File: src/rtl/softmax_seq_ctrl_if.sv
// Control bundle between the softmax phase sequencer and the FIFO, register bank,
// exp-LUT accumulator and divider it steers.
interface softmax_seq_ctrl_if #(
    parameter int ADDR_W = 10
);
    logic              valid_ifm;
    logic              fifo_full;
    logic              fifo_empty;
    logic              div_done;
    logic              wr_ifm;
    logic              rd_ifm;
    logic              wr_clr;
    logic              rd_clr;
    logic              reg_wr_en;
    logic [ADDR_W-1:0] reg_addr;
    logic [ADDR_W-1:0] rd_sel;
    logic              max_clr;
    logic              max_en;
    logic              acc_clr;
    logic              acc_en;
    logic              div_start;
    logic              out_valid;
    logic [ADDR_W-1:0] out_idx;
    logic              busy;
    logic              err_ovf;

    modport master (
        input  valid_ifm, fifo_full, fifo_empty, div_done,
        output wr_ifm, rd_ifm, wr_clr, rd_clr, reg_wr_en, reg_addr, rd_sel,
               max_clr, max_en, acc_clr, acc_en, div_start, out_valid, out_idx,
               busy, err_ovf
    );

    modport slave (
        output valid_ifm, fifo_full, fifo_empty, div_done,
        input  wr_ifm, rd_ifm, wr_clr, rd_clr, reg_wr_en, reg_addr, rd_sel,
               max_clr, max_en, acc_clr, acc_en, div_start, out_valid, out_idx,
               busy, err_ovf
    );
endinterface

File: src/rtl/softmax_seq_ctrl.sv
// Softmax phase sequencer: load the FIFO into the register bank, then sweep the bank
// for max, exp-sum and normalise, handing each divided result out with a valid pulse.
module softmax_seq_ctrl #(
    parameter int IFM_SIZE = 1000,
    parameter int ADDR_W   = 10,
    parameter int LUT_LAT  = 2
) (
    input logic                clk,
    input logic                rst_n,
    softmax_seq_ctrl_if.master bus
);
    localparam int                CW       = ADDR_W + 1;
    localparam int                LW       = $clog2(LUT_LAT + 1);
    localparam logic [CW-1:0]     N        = CW'(IFM_SIZE);
    localparam logic [CW-1:0]     LAST     = CW'(IFM_SIZE - 1);
    localparam logic [ADDR_W-1:0] LAST_IDX = ADDR_W'(IFM_SIZE - 1);

    typedef enum logic [2:0] {
        S_IDLE,
        S_LOAD,
        S_MAX,
        S_EXP,
        S_NORM_LUT,
        S_NORM_WAIT,
        S_DONE
    } state_t;

    state_t              state, state_nx;
    logic [CW-1:0]       wcnt, rcnt, scnt, ecnt;
    logic [LW-1:0]       lcnt;
    logic [LUT_LAT-1:0]  lut_pipe;
    logic                reg_wr_en_q;
    logic [ADDR_W-1:0]   reg_addr_q;
    logic                out_valid_q;
    logic [ADDR_W-1:0]   out_idx_q;
    logic                err_q;
    logic                accept, drain, exp_act, sweep, acc_en_c, div_start_c;

    always_ff @(posedge clk or negedge rst_n) begin
        if (!rst_n) state <= S_IDLE;
        else        state <= state_nx;
    end

    always_comb begin
        // NOTE: every signal driven here gets a default first, so no path can leave a latch.
        state_nx    = state;
        // rst_n gates the write strobe so nothing is pushed while reset is held.
        accept      = rst_n && bus.valid_ifm && !bus.fifo_full &&
                      (state == S_IDLE || state == S_LOAD) && (wcnt < N);
        drain       = (state == S_LOAD) && !bus.fifo_empty && (rcnt < N);
        exp_act     = (state == S_EXP) && (scnt < N);
        sweep       = (state == S_MAX) || exp_act ||
                      (state == S_NORM_LUT) || (state == S_NORM_WAIT);
        acc_en_c    = (state == S_EXP) && lut_pipe[LUT_LAT-1];
        div_start_c = (state == S_NORM_LUT) && (lcnt == LW'(LUT_LAT));

        unique case (state)
            S_IDLE:      if (accept) state_nx = S_LOAD;
            S_LOAD:      if (reg_wr_en_q && reg_addr_q == LAST_IDX) state_nx = S_MAX;
            S_MAX:       if (scnt == LAST) state_nx = S_EXP;
            S_EXP:       if (acc_en_c && ecnt == LAST) state_nx = S_NORM_LUT;
            S_NORM_LUT:  if (div_start_c) state_nx = S_NORM_WAIT;
            S_NORM_WAIT: if (bus.div_done) state_nx = (scnt == LAST) ? S_DONE : S_NORM_LUT;
            S_DONE:      state_nx = S_IDLE;
            default:     state_nx = S_IDLE;
        endcase

        bus.wr_ifm    = accept;
        bus.rd_ifm    = drain;
        bus.wr_clr    = !rst_n || (state == S_DONE);
        bus.rd_clr    = !rst_n || (state == S_DONE);
        bus.reg_wr_en = reg_wr_en_q;
        bus.reg_addr  = reg_addr_q;
        bus.rd_sel    = sweep ? scnt[ADDR_W-1:0] : '0;
        bus.max_clr   = (state == S_MAX) && (scnt == '0);
        bus.max_en    = (state == S_MAX);
        bus.acc_clr   = (state == S_EXP) && (scnt == '0);
        bus.acc_en    = acc_en_c;
        bus.div_start = div_start_c;
        bus.out_valid = out_valid_q;
        bus.out_idx   = out_idx_q;
        bus.busy      = (state != S_IDLE);
        bus.err_ovf   = err_q;
    end

    always_ff @(posedge clk or negedge rst_n) begin
        if (!rst_n) begin
            wcnt        <= '0;
            rcnt        <= '0;
            scnt        <= '0;
            ecnt        <= '0;
            lcnt        <= '0;
            lut_pipe    <= '0;
            reg_wr_en_q <= 1'b0;
            reg_addr_q  <= '0;
            out_valid_q <= 1'b0;
            out_idx_q   <= '0;
            err_q       <= 1'b0;
        end else begin
            // NOTE: non-blocking throughout; later assignments in this block override earlier ones.
            reg_wr_en_q <= drain;
            out_valid_q <= 1'b0;
            // Sweep-active delayed by the LUT latency; the oldest stage is acc_en.
            lut_pipe    <= LUT_LAT'({lut_pipe, exp_act});
            if (drain) begin
                reg_addr_q <= rcnt[ADDR_W-1:0];
                rcnt       <= rcnt + CW'(1);
            end
            if (accept) wcnt <= wcnt + CW'(1);
            if (bus.valid_ifm && !accept) err_q <= 1'b1;

            unique case (state)
                S_MAX: scnt <= (scnt == LAST) ? '0 : scnt + CW'(1);
                S_EXP: begin
                    if (exp_act) scnt <= scnt + CW'(1);
                    if (acc_en_c) begin
                        ecnt <= ecnt + CW'(1);
                        if (ecnt == LAST) begin
                            scnt <= '0;
                            ecnt <= '0;
                        end
                    end
                end
                S_NORM_LUT: lcnt <= div_start_c ? '0 : lcnt + LW'(1);
                S_NORM_WAIT: begin
                    if (bus.div_done) begin
                        out_valid_q <= 1'b1;
                        out_idx_q   <= scnt[ADDR_W-1:0];
                        scnt        <= scnt + CW'(1);
                    end
                end
                S_DONE: begin
                    wcnt <= '0;
                    rcnt <= '0;
                    scnt <= '0;
                    ecnt <= '0;
                    lcnt <= '0;
                end
                default: ;
            endcase
        end
    end
endmodule

File: src/flat_wrapper.sv
// flat-port wrapper written by rule: the top's interface ports become plain ports
module softmax_seq_ctrl_flat 
#(
    parameter int IFM_SIZE = 1000,
    parameter int ADDR_W   = 10,
    parameter int LUT_LAT  = 2
)
  (clk, rst_n, bus_valid_ifm, bus_fifo_full, bus_fifo_empty, bus_div_done, bus_wr_ifm, bus_rd_ifm, bus_wr_clr, bus_rd_clr, bus_reg_wr_en, bus_reg_addr, bus_rd_sel, bus_max_clr, bus_max_en, bus_acc_clr, bus_acc_en, bus_div_start, bus_out_valid, bus_out_idx, bus_busy, bus_err_ovf);
  softmax_seq_ctrl_if #(.ADDR_W(ADDR_W)) bus_i ();
  input logic clk;
  input logic rst_n;
  input wire logic [$bits(bus_i.valid_ifm)-1:0] bus_valid_ifm;
  input wire logic [$bits(bus_i.fifo_full)-1:0] bus_fifo_full;
  input wire logic [$bits(bus_i.fifo_empty)-1:0] bus_fifo_empty;
  input wire logic [$bits(bus_i.div_done)-1:0] bus_div_done;
  output wire logic [$bits(bus_i.wr_ifm)-1:0] bus_wr_ifm;
  output wire logic [$bits(bus_i.rd_ifm)-1:0] bus_rd_ifm;
  output wire logic [$bits(bus_i.wr_clr)-1:0] bus_wr_clr;
  output wire logic [$bits(bus_i.rd_clr)-1:0] bus_rd_clr;
  output wire logic [$bits(bus_i.reg_wr_en)-1:0] bus_reg_wr_en;
  output wire logic [$bits(bus_i.reg_addr)-1:0] bus_reg_addr;
  output wire logic [$bits(bus_i.rd_sel)-1:0] bus_rd_sel;
  output wire logic [$bits(bus_i.max_clr)-1:0] bus_max_clr;
  output wire logic [$bits(bus_i.max_en)-1:0] bus_max_en;
  output wire logic [$bits(bus_i.acc_clr)-1:0] bus_acc_clr;
  output wire logic [$bits(bus_i.acc_en)-1:0] bus_acc_en;
  output wire logic [$bits(bus_i.div_start)-1:0] bus_div_start;
  output wire logic [$bits(bus_i.out_valid)-1:0] bus_out_valid;
  output wire logic [$bits(bus_i.out_idx)-1:0] bus_out_idx;
  output wire logic [$bits(bus_i.busy)-1:0] bus_busy;
  output wire logic [$bits(bus_i.err_ovf)-1:0] bus_err_ovf;
  assign bus_i.valid_ifm = bus_valid_ifm;
  assign bus_i.fifo_full = bus_fifo_full;
  assign bus_i.fifo_empty = bus_fifo_empty;
  assign bus_i.div_done = bus_div_done;
  assign bus_wr_ifm = bus_i.wr_ifm;
  assign bus_rd_ifm = bus_i.rd_ifm;
  assign bus_wr_clr = bus_i.wr_clr;
  assign bus_rd_clr = bus_i.rd_clr;
  assign bus_reg_wr_en = bus_i.reg_wr_en;
  assign bus_reg_addr = bus_i.reg_addr;
  assign bus_rd_sel = bus_i.rd_sel;
  assign bus_max_clr = bus_i.max_clr;
  assign bus_max_en = bus_i.max_en;
  assign bus_acc_clr = bus_i.acc_clr;
  assign bus_acc_en = bus_i.acc_en;
  assign bus_div_start = bus_i.div_start;
  assign bus_out_valid = bus_i.out_valid;
  assign bus_out_idx = bus_i.out_idx;
  assign bus_busy = bus_i.busy;
  assign bus_err_ovf = bus_i.err_ovf;
  softmax_seq_ctrl #(.IFM_SIZE(IFM_SIZE), .ADDR_W(ADDR_W), .LUT_LAT(LUT_LAT)) u_core (.clk(clk), .rst_n(rst_n), .bus(bus_i));
endmodule
File: config.mk
export PLATFORM = sky130hd
export DESIGN_NAME = softmax_seq_ctrl_flat
export DESIGN_NICKNAME = d
export VERILOG_FILES = /design/src/rtl/softmax_seq_ctrl_if.sv /design/src/rtl/softmax_seq_ctrl.sv /design/src/flat_wrapper.sv
export SDC_FILE = /design/constraint.sdc
export NUM_CORES = 1
export LEC_CHECK = 0
export CORE_AREA = 2 2 84 86
export DETAILED_ROUTE_END_ITERATION = 7
export DIE_AREA = 0 0 86 88
export PLACE_DENSITY = 0.82
export SYNTH_ARGS = -nofsm -noshare
export SYNTH_HDL_FRONTEND = slang
export SYNTH_SLANG_ARGS = --single-unit
export TNS_END_PERCENT = 100
File: constraint.sdc
create_clock -name clk -period 5 [get_ports clk]
set_clock_uncertainty 0.1 [all_clocks]
set_input_delay 1 -clock clk [delete_from_list [all_inputs] [get_ports clk]]
set_output_delay 1 -clock clk [all_outputs]
set_load 0.005 [all_outputs]
== After elaboration in Yosys (flattened, before gate mapping) ==
Cells that the tools add are included.
Storage, ports and cells
  register bits: 74
  bits of input ports: 6
  output and inout bits: 43
  logic and storage cells: 98
Cells by class
  add/sub/neg operators: 5
  magnitude comparators: 3
  equal/unequal tests: 17
  muxes and demuxes: 26
  reduce and logical (&&, ||, !) cells: 35
Operators by type and width (count)
  11-bit 2-to-1 mux: 11
  11-bit by 1-bit adder with 11-bit output, second input constant: 4
  11-bit one-hot mux with 4 select lines: 1
  11-bit by 10-bit less-than comparator with 1-bit output, second input constant: 3
  11-bit by 10-bit == test with 1-bit output, second input constant: 2
  11-bit one-hot mux with 2 select lines: 1
  3-bit 2-to-1 mux: 6
  3-bit one-hot mux with 6 select lines: 1
  1-bit logical AND: 14
  11-bit logical NOT: 1
  10-bit == test, second input constant: 1
  10-bit 2-to-1 mux: 1
  3-bit == test, second input constant: 3
  2-bit inequality test, second input constant: 4
  2-bit nonzero test: 4
  3-bit by 2-bit == test with 1-bit output, second input constant: 2
  2-bit by 1-bit inequality test with 1-bit output, second input constant: 3
  2-bit AND reduction: 3
  6-bit AND reduction: 1
  1-bit logical OR: 5
  1-bit logical NOT: 4
  2-bit 2-to-1 mux: 2
  2-bit one-hot mux with 2 select lines: 1
  4-bit nonzero test: 1
  6 further kinds: 7

== Logic depth before layout (Yosys ltp) ==
  depth after elaboration: 6
  gate-level depth with buffers: 8
  gate-level depth less buffers: 6

== Worst setup path before layout ==
OpenSTA, ideal clock, no wires.
  kind: input -> output
  from: in bus_fifo_empty
  to: out bus_rd_ifm
  arrival: 1.958 ns
  data required time: 3.900 ns
  slack: 1.942 ns
  stages: 4
  path buffers: 1
  cells stage by stage: nor4_1 o211ai_1 inv_1 buf_2
Between the ends
  cells in the longest elaborated chain, start to end: 3
RTL lines
  start: declaration: line flat_wrapper.sv:14  | input wire logic [$bits(bus_i.fifo_empty)-1:0] bus_fifo_empty;
  1-bit logical NOT: line softmax_seq_ctrl.sv:50  | drain = (state == S_LOAD) && !bus.fifo_empty && (rcnt < N);
  1-bit logical AND (2 in a row): line softmax_seq_ctrl.sv:50
  end: declaration: line flat_wrapper.sv:17  | output wire logic [$bits(bus_i.rd_ifm)-1:0] bus_rd_ifm;
Every way passes these cells.

== Worst setup path after layout ==
Ends and elaborated chain as after synthesis.

==> results.ini <==
[power_and_ir_drop]
p_seq_frac=0.569
worst_ir_drop_vdd_mv=0.207
clkPwrFrac=0.413
p_comb_frac=0.018
power_leakage_nw=2.02
p_per_area_nw_per_um2=228
p_sw_uw=259
swShare=0.246
p_total_mw=1.05
internal_power_uw=793

[synthesis]
synth_area_per_cell_um2=9.14
synth_seq_cells=74
synth_top_flop_cell=dfrtp_1
syn_nets=437
synth_edf_count=0
syn_inst=426
ys_seq_area_frac=0.475
synth_area_um2=3890
synth.most_common_cell=dfrtp_1
yosysTopAreaCell=dfrtp_1
async_flop_share=1.00
synth.distinct_cells=55
synth.area.top_cells=dfrtp_1 48%, nand2_1 5.3%, o21ai_0 3.5%
synth_top_area_frac=0.475
synth_warnings=0
synth_common_cells=74 x dfrtp_1, 55 x nand2_1, 33 x nor2_1, 27 x o21ai_0, 22 x a21oi_1

[cts]
ctsRootBufferMaster=clkbuf_8
post_cts_buffers=0
insertion_delay_ns=0.35
clkTransAtPathRegs_ns=0.08
cts_made_buffers=9
cts.hold.buffers_added=0
clk_path_buf_depth=2
htree_levels=3
cts_resized=0
cts_tree=built
cts_sinks=74

[die]
die-area_um2=7570
io_pins=49
die_y_um=88
rows=30
die_w_um=86
initial_utilization=0.586
core_area_um2=6640

[worst_setup_path]
cp_max_fo=14
slowest_stage=nor4_1
cp.required_ns=3.90
end_kind=primary output
path_cells=clkdlybuf4s50_1 > nor4_1 > o211ai_1 > buf_4 > inv_1 > clkdlybuf4s50_1
cpMostUsedCell=clkdlybuf4s50_1
critical_path_buf_inv_count=4
crit_type=primary input to primary output
critPathLaunchType=primary input
arrival_ns=2.88
critical-path-max-stage-delay_ns=0.49
path_delay_family=buffers and inverters

[detailed_routing]
drt_iter0_drc=336
viasPerCell=6.16
antenna_left=0
via_count=3415
first_pass_iters=5
wire_per_inst_um=15.8
routed_wl_um=8750
route.detailed.drc=0

[sta]
finalSetupViolCount=0
rsz0062_at_grt=no
slew_violations=0
fmax_mhz=251
maxSlewHeadroom=0.506
setup_ws_ns=1.02
period_minus_slack_ns=3.98
whs_ns=0.277
tns_ns=0
tightest_slew_ns=0.736
hold_viol=0
timing.final.crit_share=0.795

[placement]
place_congestion=0.925
place_hpwl_um=6100
post_dp_cell_area_um2=4430
portBuffers=48
post-place-cells=538
place_ws_ns=1.05

[grt]
grt_max_degree=44
grt_first_pass_wirelength_um=14800
grt_overflow=0
grt_pass1_vias=3142
grtUsageTotal=0.249
antenna_found_initial=0

[finish]
area_growth_pct=18.4
stdcell_count=554
drive_above_1_share=0.0865
n_antenna_cell=0
fin_util=0.694
final_area_um2=4610
fin_nets=480

[min_path]
min_path_type=flip-flop to flip-flop

[flow_run]
max-cap-violations=0

[outcome]
outcome=finished clean

## flip-flops by register name (all words and copies together), names as in the netlist
signal,cells
u_core.bus.err_ovf,1
u_core.bus.out_idx,10
u_core.bus.out_valid,1
u_core.bus.reg_addr,10
u_core.bus.reg_wr_en,1
u_core.ecnt,11
u_core.lcnt,2
u_core.lut_pipe,2
u_core.rcnt,11
u_core.scnt,11
u_core.state,3
u_core.wcnt,11
## layout by cell type (no fill, tap or decap), drive strengths merged, types with 14 or more instances in the layout
cell	n
dfrtp	74
nand2	55
clkdlybuf4s50	47
nor2	33
o21ai	27
a21oi	22
nand3	22
inv	20
nor3	15
nand4	14
## kinds of logic (layout without fill, tap and decap cells)
family,count (synthesis),after routing,synth area share
AO/OA/AOI/OAI,91,91,0.147
XOR/XNOR,19,19,0.0427
multiplexers,11,11,0.0318
buffers and inverters,37,85,0.0385
AND/OR/NAND/NOR,189,189,0.248
adder cells (fa/ha/maj),5,5,0.0161
flip-flops,74,74,0.475
## per-layer routing
metal	track usage	part of all wire	vias up
met1	0.339	0.43	1631
met2	0.395	0.48	139
met4	0.0996	0.025	0
met3	0.0471	0.060	32
met5	0	0	-
li1	-	-	1613
## power groups by stage
stage | Combinational (mW) | Sequential (mW) | Clock [mW]
after global routing | 0.0225 | 0.599 | 0.472
after floorplan | 0.00166 | 0.611 | 0
after detailed placement | 0.0203 | 0.610 | 0
after CTS | 0.0204 | 0.598 | 0.445
after global placement | 0.0201 | 0.610 | 0
final | 0.0191 | 0.598 | 0.435
## cell type report
| cell class | instances | area, µm² |
|---|---|---|
| fillers | 530 | 2030 |
| clock inverters | 7 | 61.3 |
| flip-flops and latches | 74 | 1850 |
| clock buffers | 9 | 124 |
| multi-input cells | 315 | 1900 |
| repair buffers | 53 | 515 |
| well taps | 80 | 100 |
| inverters | 16 | 60.1 |
## path summary, 6_finish.rpt
| kind | slack, ns | cells after the start | end | startpoint |
|---|---|---|---|---|
| max | 1.02 | 6 | bus_rd_ifm | bus_fifo_empty |
| min | 0.28 | 0 | u_core.lut_pipe[1] | u_core.lut_pipe[0] |
| max reg2reg | 2.31 | 5 | u_core.scnt[0] | u_core.state[0] |
| min reg2reg | 0.28 | 0 | u_core.lut_pipe[1] | u_core.lut_pipe[0] |
| max in group asynchronous | 3.41 | 2 | u_core.bus.out_idx[0] | rst_n |
| min in group asynchronous | 0.48 | 1 | u_core.scnt[5] | rst_n |
(Power assumes the default switching activity.)
